File: src/rtl/x9_pkg.sv
// ============================================================================
// Module      : x9_pkg
// Description : Shared defaults and error-cause encoding for the write-back
//               controller.
// Revision    : 1.0 - initial release
// ============================================================================
`default_nettype none

package x9_pkg;
  localparam int c_PW_DEFAULT       = 3;
  localparam int c_LQ_DEPTH_DEFAULT = 4;

  // Bit positions inside the sticky error-cause vector
  localparam int c_ERR_ISSUE_DROP = 0;
  localparam int c_ERR_RET_EMPTY  = 1;
  localparam int c_ERR_CAUSES     = 2;
endpackage

`default_nettype wire

File: src/rtl/lq_fifo.sv
// ============================================================================
// Module      : lq_fifo
// Description : In-order load-tag queue; full/empty derive from the
//               registered occupancy so a pop never frees a slot same-cycle.
// Revision    : 1.0 - initial release
// ============================================================================
`default_nettype none

module lq_fifo #(
  parameter int DEPTH = 4,
  parameter int WIDTH = 3
) (
  input  logic             clk,
  input  logic             rst_n,
  input  logic             push,
  input  logic             pop,
  input  logic [WIDTH-1:0] din,
  output logic             full,
  output logic             empty,
  output logic [WIDTH-1:0] head
);
  localparam int c_PTR_W = (DEPTH > 1) ? $clog2(DEPTH) : 1;
  localparam logic [c_PTR_W:0]   c_FULL = DEPTH[c_PTR_W:0];
  localparam logic [c_PTR_W-1:0] c_LAST = c_PTR_W'(DEPTH - 1);

  logic [WIDTH-1:0]   r_mem [DEPTH];
  logic [c_PTR_W-1:0] r_wptr;
  logic [c_PTR_W-1:0] r_rptr;
  logic [c_PTR_W:0]   r_count;
  logic               w_push;
  logic               w_pop;

  assign full   = (r_count == c_FULL);
  assign empty  = (r_count == '0);
  assign head   = r_mem[r_rptr];
  assign w_push = push & ~full;
  assign w_pop  = pop & ~empty;

  always_ff @(posedge clk or negedge rst_n) begin
    if (!rst_n) begin
      r_wptr  <= '0;
      r_rptr  <= '0;
      r_count <= '0;
    end else begin
      if (w_push) r_wptr <= (r_wptr == c_LAST) ? '0 : r_wptr + 1'b1;
      if (w_pop)  r_rptr <= (r_rptr == c_LAST) ? '0 : r_rptr + 1'b1;
      case ({w_push, w_pop})
        2'b10:   r_count <= r_count + 1'b1;
        2'b01:   r_count <= r_count - 1'b1;
        default: r_count <= r_count;
      endcase
    end
  end

  always_ff @(posedge clk) begin
    if (w_push) r_mem[r_wptr] <= din;
  end
endmodule

`default_nettype wire

File: src/rtl/wb_ctrl.sv
// ============================================================================
// Module      : wb_ctrl
// Description : Register-file write-back arbiter for in-order load returns
//               and ALU results, with a load scoreboard and one ALU hold slot.
// Revision    : 1.0 - initial release
// ============================================================================
`default_nettype none

module wb_ctrl
  import x9_pkg::*;
#(
  parameter int pw       = c_PW_DEFAULT,
  parameter int LQ_DEPTH = c_LQ_DEPTH_DEFAULT
) (
  input  logic               clk,
  input  logic               rst_n,
  input  logic               alu_valid,
  input  logic [pw-1:0]      alu_addr,
  input  logic [7:0]         alu_data,
  output logic               alu_ready,
  input  logic               ld_issue,
  input  logic [pw-1:0]      ld_addr,
  output logic               ld_ready,
  input  logic               ld_ret_valid,
  input  logic [7:0]         ld_ret_data,
  input  logic [pw-1:0]      rd_addrA,
  input  logic [pw-1:0]      rd_addrB,
  output logic               stall,
  output logic               wr_en,
  output logic [pw-1:0]      wr_addr,
  output logic [7:0]         dat_in,
  output logic [2**pw-1:0]   busy,
  output logic               err
);
  localparam int c_NREGS = 2**pw;

  logic                    w_lq_full;
  logic                    w_lq_empty;
  logic [pw-1:0]           w_lq_head;
  logic                    w_ld_acc;
  logic                    w_ld_drop;
  logic                    w_ret_acc;
  logic                    w_ret_drop;
  logic                    w_alu_acc;
  logic                    w_hold_drain;
  logic                    w_alu_direct;
  logic                    w_alu_capture;
  logic [c_NREGS-1:0]      w_busy_nxt;
  logic [c_ERR_CAUSES-1:0] w_err_set;

  logic [c_NREGS-1:0]      r_busy;
  logic                    r_hold_valid;
  logic [pw-1:0]           r_hold_addr;
  logic [7:0]              r_hold_data;
  logic                    r_wr_en;
  logic [pw-1:0]           r_wr_addr;
  logic [7:0]              r_dat_in;
  logic [c_ERR_CAUSES-1:0] r_err_cause;

  lq_fifo #(
    .DEPTH (LQ_DEPTH),
    .WIDTH (pw)
  ) u_lq_fifo (
    .clk   (clk),
    .rst_n (rst_n),
    .push  (w_ld_acc),
    .pop   (w_ret_acc),
    .din   (ld_addr),
    .full  (w_lq_full),
    .empty (w_lq_empty),
    .head  (w_lq_head)
  );

  assign ld_ready   = ~w_lq_full & ~r_busy[ld_addr];
  assign alu_ready  = ~r_hold_valid;
  assign w_ld_acc   = ld_issue & ld_ready;
  assign w_ld_drop  = ld_issue & ~ld_ready;
  assign w_ret_acc  = ld_ret_valid & ~w_lq_empty;
  assign w_ret_drop = ld_ret_valid & w_lq_empty;
  assign w_alu_acc  = alu_valid & alu_ready;

  // Load return owns the port; a held result waits for its register to go idle
  assign w_hold_drain  = ~w_ret_acc & r_hold_valid & ~r_busy[r_hold_addr];
  assign w_alu_direct  = w_alu_acc & ~w_ret_acc & ~r_hold_valid & ~r_busy[alu_addr];
  assign w_alu_capture = w_alu_acc & ~w_alu_direct;

  always_comb begin
    w_busy_nxt = r_busy;
    if (w_ret_acc) w_busy_nxt[w_lq_head] = 1'b0;
    if (w_ld_acc)  w_busy_nxt[ld_addr]   = 1'b1;
  end

  always_comb begin
    w_err_set                   = '0;
    w_err_set[c_ERR_ISSUE_DROP] = w_ld_drop;
    w_err_set[c_ERR_RET_EMPTY]  = w_ret_drop;
  end

  always_ff @(posedge clk or negedge rst_n) begin
    if (!rst_n) begin
      r_busy       <= '0;
      r_hold_valid <= 1'b0;
      r_hold_addr  <= '0;
      r_hold_data  <= '0;
      r_wr_en      <= 1'b0;
      r_wr_addr    <= '0;
      r_dat_in     <= '0;
      r_err_cause  <= '0;
    end else begin
      r_busy      <= w_busy_nxt;
      r_err_cause <= r_err_cause | w_err_set;
      r_wr_en     <= 1'b0;
      if (w_ret_acc) begin
        r_wr_en   <= 1'b1;
        r_wr_addr <= w_lq_head;
        r_dat_in  <= ld_ret_data;
      end else if (w_hold_drain) begin
        r_wr_en   <= 1'b1;
        r_wr_addr <= r_hold_addr;
        r_dat_in  <= r_hold_data;
      end else if (w_alu_direct) begin
        r_wr_en   <= 1'b1;
        r_wr_addr <= alu_addr;
        r_dat_in  <= alu_data;
      end
      if (w_hold_drain) begin
        r_hold_valid <= 1'b0;
      end else if (w_alu_capture) begin
        r_hold_valid <= 1'b1;
        r_hold_addr  <= alu_addr;
        r_hold_data  <= alu_data;
      end
    end
  end

  assign stall = r_busy[rd_addrA] | r_busy[rd_addrB]
               | (r_hold_valid & ((r_hold_addr == rd_addrA) | (r_hold_addr == rd_addrB)))
               | (r_wr_en & ((r_wr_addr == rd_addrA) | (r_wr_addr == rd_addrB)));

  assign busy    = r_busy;
  assign wr_en   = r_wr_en;
  assign wr_addr = r_wr_addr;
  assign dat_in  = r_dat_in;
  assign err     = |r_err_cause;
endmodule

`default_nettype wire

File: config.mk
export PLATFORM = sky130hd
export DESIGN_NAME = wb_ctrl
export DESIGN_NICKNAME = d
export VERILOG_FILES = /design/src/rtl/x9_pkg.sv /design/src/rtl/lq_fifo.sv /design/src/rtl/wb_ctrl.sv
export SDC_FILE = /design/constraint.sdc
export NUM_CORES = 1
export LEC_CHECK = 0
export CAP_MARGIN = 20
export CELL_PAD_IN_SITES_DETAIL_PLACEMENT = 1
export CELL_PAD_IN_SITES_GLOBAL_PLACEMENT = 1
export CORE_ASPECT_RATIO = 2
export CORE_MARGIN = 2
export CORE_UTILIZATION = 42
export DETAILED_ROUTE_END_ITERATION = 12
export PLACE_DENSITY_LB_ADDON = 0.1
export SYNTH_ARGS = -nofsm -noshare
export SYNTH_HDL_FRONTEND = slang
export SYNTH_HIERARCHICAL = 1
export SYNTH_SLANG_ARGS = --single-unit
File: constraint.sdc
create_clock -name clk -period 3.1 [get_ports clk]
set_input_delay 0.31 -clock clk [delete_from_list [all_inputs] [get_ports clk]]
set_output_delay 0.31 -clock clk [all_outputs]
set_load 0.005 [all_outputs]
==> impl_metrics.env, run 1 <==
export IMPL_p_leak_nw=1.54
export IMPL_cts_htree_levels=2
export IMPL_cp_num_buf_inv=3
export IMPL_rr_worst_depth=6
export IMPL_area_delta_synth_final_pct=28.1
export IMPL_crit_chain="clkdlybuf4s50_1 > mux2i_1 > o21ai_1 > a211oi_1 > buf_4 > clkdlybuf4s50_1"
export IMPL_p_per_area_mw_per_mm2=1000
export IMPL_die_w_microns=63.7
export IMPL_multi_input_area_sq_mm=0.00151
export IMPL_timing_critical_path_mode_cell="clkdlybuf4s50_1"
export IMPL_required_ns=2.79
export IMPL_worstMarginPinSlew_ns=0.968
export IMPL_ant_nets=0
export IMPL_first_global_vias=2367
export IMPL_numCtsBuffers=5
export IMPL_dr_pass1_iters=4
export IMPL_synth_seq_cells=53
export IMPL_crit_path_max_incr_delay_ns=0.70
export IMPL_hold_viol_final=0
export IMPL_coreArea_sq_mm=0.00694
export IMPL_cts_hold_buf=0
export IMPL_vias=2194
export IMPL_skew_ns=0.00727
export IMPL_fin_crit_ns=2.70
export IMPL_stdcell_area_sq_mm=0.00383
export IMPL_drive_gt1_frac=0.173
export IMPL_cts_setup_buffers=0
export IMPL_finalSetupViolCount=0
export IMPL_n_fill_cell=718
export IMPL_crit_path_end_kind="primary output"
export IMPL_ff2ff_setup_slack_ns=0.66
export IMPL_fin_hold_ws_ns=0.158
export IMPL_clock_latency_ns=0.30
export IMPL_r2r_end="dat_in[3]"
export IMPL_place_area_sq_mm=0.00366
export IMPL_rr_startpoint="r_hold_addr[1]"
export IMPL_critPathLaunchType="input port"
export IMPL_rsz0062_at_grt="false"
export IMPL_routabilityCongestion=0.844
export IMPL_fmax_mhz=371
export IMPL_syn_nets=278
export IMPL_synth_seq_area_share=0.464
export IMPL_totalWireLength_mm=7.81
export IMPL_syn_area_per_cell_sq_um=12.6
export IMPL_min_path_type="input port to asynchronous set/reset pin"
export IMPL_die_area_sq_mm=0.00785
export IMPL_yosysWarnings=6
export IMPL_drc=0
export IMPL_numPortBuffers=56
export IMPL_via_per_inst=5.61
export IMPL_synth_edf_count=12
export IMPL_cts_resized=0
export IMPL_critPathLaunch="ld_addr[2]"
export IMPL_fin_nets=340
export IMPL_grt_usage=0.215
export IMPL_syn_area_sq_mm=0.00299
export IMPL_arrival_ns=2.39
export IMPL_grt_pass1_wl_mm=12.5
export IMPL_ys_flop_type="dfrtp_1"
export IMPL_path_class="input port to primary output"
export IMPL_clk_pin_slew_worst_paths_ns=0.07
export IMPL_antenna_cells=0
export IMPL_max_cap_violations=0
export IMPL_slowest_stage="clkdlybuf4s50_1"
export IMPL_cp_max_fo=12
export IMPL_ir_drop_v=0.000515
export IMPL_cts_tree="done"
export IMPL_dp_hpwl_mm=6.09
export IMPL_final_seq_area_sq_mm=0.00139
export IMPL_drt_iter0_drc=86
export IMPL_start_util=0.431
export IMPL_cts_root_buffer_cell="clkbuf_16"
export IMPL_critPathTopFamily="buffers and inverters"
export IMPL_slew_headroom=0.355
export IMPL_maxSlewViolCount=0
export IMPL_synth_cells=238
export IMPL_clockBufferDepth=2
export IMPL_clkSinkCount=53
export IMPL_pin_count=57
export IMPL_fin_crit_sh=0.870
export IMPL_overflow=0
export IMPL_grt_max_degree=42
export IMPL_routedWlPerCell_microns=20.0
export IMPL_antenna_found_initial=0
export IMPL_rows=43
export IMPL_async_flop_share=0.774
export IMPL_tns_ns=0
export IMPL_synth_distinct_cells=54
export IMPL_status="complete, no violations"
export IMPL_die_h_microns=123
## how the worst max path moves through the flow
stage | end | slack [ns] | depth (start not counted)
6_report | ld_ready | 0.40 | 6
5_1_grt | u_lq_fifo/r_count[2] | 0.18 | 13
4_1_cts | ld_ready | 0.39 | 6
3_5_place_dp | u_lq_fifo/r_count[2] | 0.17 | 13
3_3_place_gp | u_lq_fifo/r_count[2] | 0.23 | 13
2_1_floorplan | u_lq_fifo/r_count[2] | 0.52 | 13
## cells by family after synthesis
family,synth area share
AOI/OAI and AO/OA,0.141
xor gates and xnor gates,0.0381
adders and majority gates,0.0318
buffers and inverters,0.0322
DFF,0.464
muxes,0.193
and+or+nand+nor,0.100
## sequential cells by signal (all words and copies together) (netlist names), 2 cells and up
register / cells
busy: 8
dat_in: 8
r_err_cause: 2
r_hold_addr: 3
r_hold_data: 8
u_lq_fifo/r_count: 3
u_lq_fifo/r_mem: 12
u_lq_fifo/r_rptr: 2
u_lq_fifo/r_wptr: 2
wr_addr: 3
## Yosys cell counts (3+ instances only)
cell type	n	area [sq um]
a221o_1	9	90.1
a22o_1	9	78.8
and2_2	4	30.0
buf_2	3	15.0
dfrtp_1	41	1030
edfxtp_1	12	360
ha_1	6	75.1
inv_1	10	37.5
mux2_1	12	135
mux2_2	3	33.8
mux2_4	7	105
mux2i_1	10	100
mux4_2	9	203
nand2_1	10	37.5
nand2b_1	6	37.5
nand3_1	5	25.0
nor2_1	6	22.5
nor3_1	3	15.0
o21ai_0	10	50.1
o21ai_1	9	45.0
o31ai_1	4	30.0
xnor2_1	8	70.1
xor2_1	5	43.8
## layout make-up
cell class | count | share of cell area
multi-input cells | 164 | 0.393
inverters | 13 | 0.0134
repair buffers | 63 | 0.159
flip-flops and latches | 53 | 0.362
clock buffers | 6 | 0.0392
clock inverters | 2 | 0.00359
well taps | 90 | 0.0294
## cell usage in the layout, fill, tap and decap left out, types with 7 or more instances in the layout
cell             instances
a221o_1                  9
a22o_1                   9
buf_4                    7
clkdlybuf4s50_1         55
dfrtp_1                 41
edfxtp_1                12
inv_1                   10
mux2_1                  12
mux2_4                   7
mux2i_1                 10
mux4_2                   9
nand2_1                 10
o21ai_0                 10
o21ai_1                  9
xnor2_1                  8
## power by group
part           leakage [nW]  switching, mW  total, mW  internal, mW
logic                 0.868          0.802       1.86          1.06
clock network        0.0824          0.254      0.604         0.350
registers             0.594          0.364       1.38          1.01
total                  1.54           1.42       3.84          2.43
## through the flow
step,total power [mW],worst slack [ns],cells,util
6_report,3.84,0.404,391,0.552
5_1_grt,4.12,0.177,391,0.552
4_1_cts,3.91,0.391,391,0.552
3_5_place_dp,3.28,0.173,383,0.528
3_3_place_gp,3.21,0.231,383,0.528
2_1_floorplan,2.50,0.516,238,-
## metal layers
layer  vias to the layer above  track usage  wire [microns]
met4                         0        0.102             258
met1                      1110        0.219            2790
met2                        45        0.420            4580
li1                       1020            -               -
met5                         -            0               0
met3                        19       0.0318             173
(Power assumes the default switching activity.)
==> run 2: changes to the inputs <==
--- a/config.mk
+++ b/config.mk
@@ -13,6 +13,7 @@
 export CORE_UTILIZATION = 42
 export DETAILED_ROUTE_END_ITERATION = 12
 export PLACE_DENSITY_LB_ADDON = 0.1
+export RECOVER_POWER = 100
 export SYNTH_ARGS = -nofsm -noshare
 export SYNTH_HDL_FRONTEND = slang
 export SYNTH_HIERARCHICAL = 1
==> impl_metrics.env, run 2 (synthesis gave the netlist of run 1 again) <==
export IMPL_ir_drop_v=0.000513
export IMPL_die_h_microns=123
export IMPL_rows=43
export IMPL_overflow=0
export IMPL_min_path_type="flip-flop to flip-flop"
export IMPL_hold_path_depth=1
export IMPL_via_per_inst=5.65
export IMPL_multi_input_area_sq_mm=0.00147
export IMPL_grt_usage=0.215
export IMPL_crit_chain="dlygate4sd3_1 > mux2i_1 > o221ai_1 > a211oi_1 > clkbuf_1 > clkdlybuf4s50_1"
export IMPL_rr_startpoint="r_hold_addr[1]"
export IMPL_routabilityCongestion=0.844
export IMPL_arrival_ns=2.52
export IMPL_ant_nets=0
export IMPL_hold_viol_final=0
export IMPL_cts_root_buffer_cell="clkbuf_16"
export IMPL_rr_worst_depth=6
export IMPL_critPathTopFamily="buffers and inverters"
export IMPL_antenna_cells=0
export IMPL_skew_ns=0.00766
export IMPL_grt_max_degree=42
export IMPL_violations="capacitance limit, slew limit"
export IMPL_fin_crit_ns=2.83
export IMPL_dp_hpwl_mm=6.09
export IMPL_die_w_microns=63.7
export IMPL_dr_pass1_iters=4
export IMPL_tns_ns=0
export IMPL_clk_pin_slew_worst_paths_ns=0.07
export IMPL_mostFrequentLayoutCells="41 x dfrtp_1, 29 x clkdlybuf4s50_1, 26 x dlygate4sd3_1, 17 x o21ai_0, 13 x mux2_1"
export IMPL_vias=2209
export IMPL_clock_latency_ns=0.30
export IMPL_status="finished, violations left"
export IMPL_cp_max_fo=11
export IMPL_hp_start="r_err_cause[1]"
export IMPL_ff2ff_setup_slack_ns=0.42
export IMPL_p_per_area_mw_per_mm2=984
export IMPL_drt_iter0_drc=86
export IMPL_rsz0062_at_grt="false"
export IMPL_clockBufferDepth=2
export IMPL_worstMarginPinSlew_ns=2.30
export IMPL_n_fill_cell=729
export IMPL_drive_gt1_frac=0.116
export IMPL_cts_hold_buf=0
export IMPL_power_mw=3.70
export IMPL_fin_crit_sh=0.914
export IMPL_slowest_stage="dlygate4sd3_1"
export IMPL_numCtsBuffers=5
export IMPL_area_delta_synth_final_pct=26.0
export IMPL_maxSlewViolCount=42
export IMPL_cp_num_buf_inv=3
export IMPL_crit_path_end_kind="primary output"
export IMPL_numPortBuffers=56
export IMPL_slew_headroom=-0.530
export IMPL_totalWireLength_mm=7.82
export IMPL_critPathLaunchType="input port"
export IMPL_largest_register_ffs=12
export IMPL_pin_count=57
export IMPL_antenna_found_initial=0
export IMPL_cts_resized=0
export IMPL_finalSetupViolCount=0
export IMPL_cts_setup_buffers=0
export IMPL_coreArea_sq_mm=0.00694
export IMPL_first_global_vias=2367
export IMPL_fmax_mhz=353
export IMPL_clkSinkCount=53
export IMPL_grt_pass1_wl_mm=12.5
export IMPL_cts_tree="done"
export IMPL_drc=0
export IMPL_max_cap_violations=1
export IMPL_p_leak_nw=1.52
export IMPL_r2r_end="dat_in[1]"
export IMPL_die_area_sq_mm=0.00785
export IMPL_fin_nets=340
export IMPL_final_common_cell="dfrtp_1"
export IMPL_max_flop_register="u_lq_fifo/r_mem"
export IMPL_final_seq_area_sq_mm=0.00139
export IMPL_holdPathEnd="r_err_cause[1]"
export IMPL_crit_path_max_incr_delay_ns=0.80
export IMPL_required_ns=2.79
export IMPL_cts_htree_levels=2
export IMPL_path_class="input port to primary output"
export IMPL_routedWlPerCell_microns=20.0
export IMPL_start_util=0.431
## run 2: cell count changes in the layout (fill, tap and decap cells not counted), sizes merged
cell,change
clkdlybuf4s50,-26
dlygate4sd3,+26
clkbuf,+7
buf,-7
## run 2: report_power, final
group | switching, mW | total (mW) | internal (mW) | leakage, nW
Clock | 0.256 | 0.606 | 0.350 | 0.0824
Sequential | 0.352 | 1.36 | 1.01 | 0.594
Combinational | 0.781 | 1.73 | 0.953 | 0.843
## run 2: cell type report
class,instances,area share
clock inverter,2,0.00366
sequential,53,0.368
clock buffer,6,0.0399
timing repair buffer,63,0.155
inverter,13,0.0136
multi-input combinational,164,0.389
tap,90,0.0299
## run 2: worst max-delay path by stage
stage	startpoint	end	slack, ns	cells past startpoint
6_report	ld_addr[1]	ld_ready	0.27	6
4_1_cts	ld_addr[2]	ld_ready	0.39	6
3_3_place_gp	ld_addr[2]	u_lq_fifo/r_count[2]	0.23	13
2_1_floorplan	ld_addr[1]	u_lq_fifo/r_count[2]	0.52	13
5_1_grt	ld_addr[2]	u_lq_fifo/r_count[2]	0.11	13
3_5_place_dp	ld_addr[1]	u_lq_fifo/r_count[2]	0.17	13
## run 2: through the flow
| step | instances | area, sq um | hold WS (ns) | worst slack, ns | utilization |
|---|---|---|---|---|---|
| floorplan | 238 | 2990 | 0.0144 | 0.516 | - |
| global placement | 383 | 3660 | 0.457 | 0.231 | 0.528 |
| detailed placement | 383 | 3660 | 0.451 | 0.173 | 0.528 |
| CTS | 391 | 3830 | 0.209 | 0.391 | 0.552 |
| global route | 391 | 3760 | 0.504 | 0.105 | 0.542 |
| finish | 391 | 3760 | 0.465 | 0.267 | 0.542 |
## run 2: per-layer routing
layer  GRT usage  share of wire
met3      0.0318          0.022
met2       0.420           0.59
met4       0.102          0.032
met5           0              0
met1       0.219           0.36
==> run 3: changes to the inputs <==
--- a/config.mk
+++ b/config.mk
@@ -18,3 +18,4 @@
 export SYNTH_HDL_FRONTEND = slang
 export SYNTH_HIERARCHICAL = 1
 export SYNTH_SLANG_ARGS = --single-unit
+export TNS_END_PERCENT = 1
==> results of run 3 <==
Final layout, timing and power as in run 2 (identical DEF).
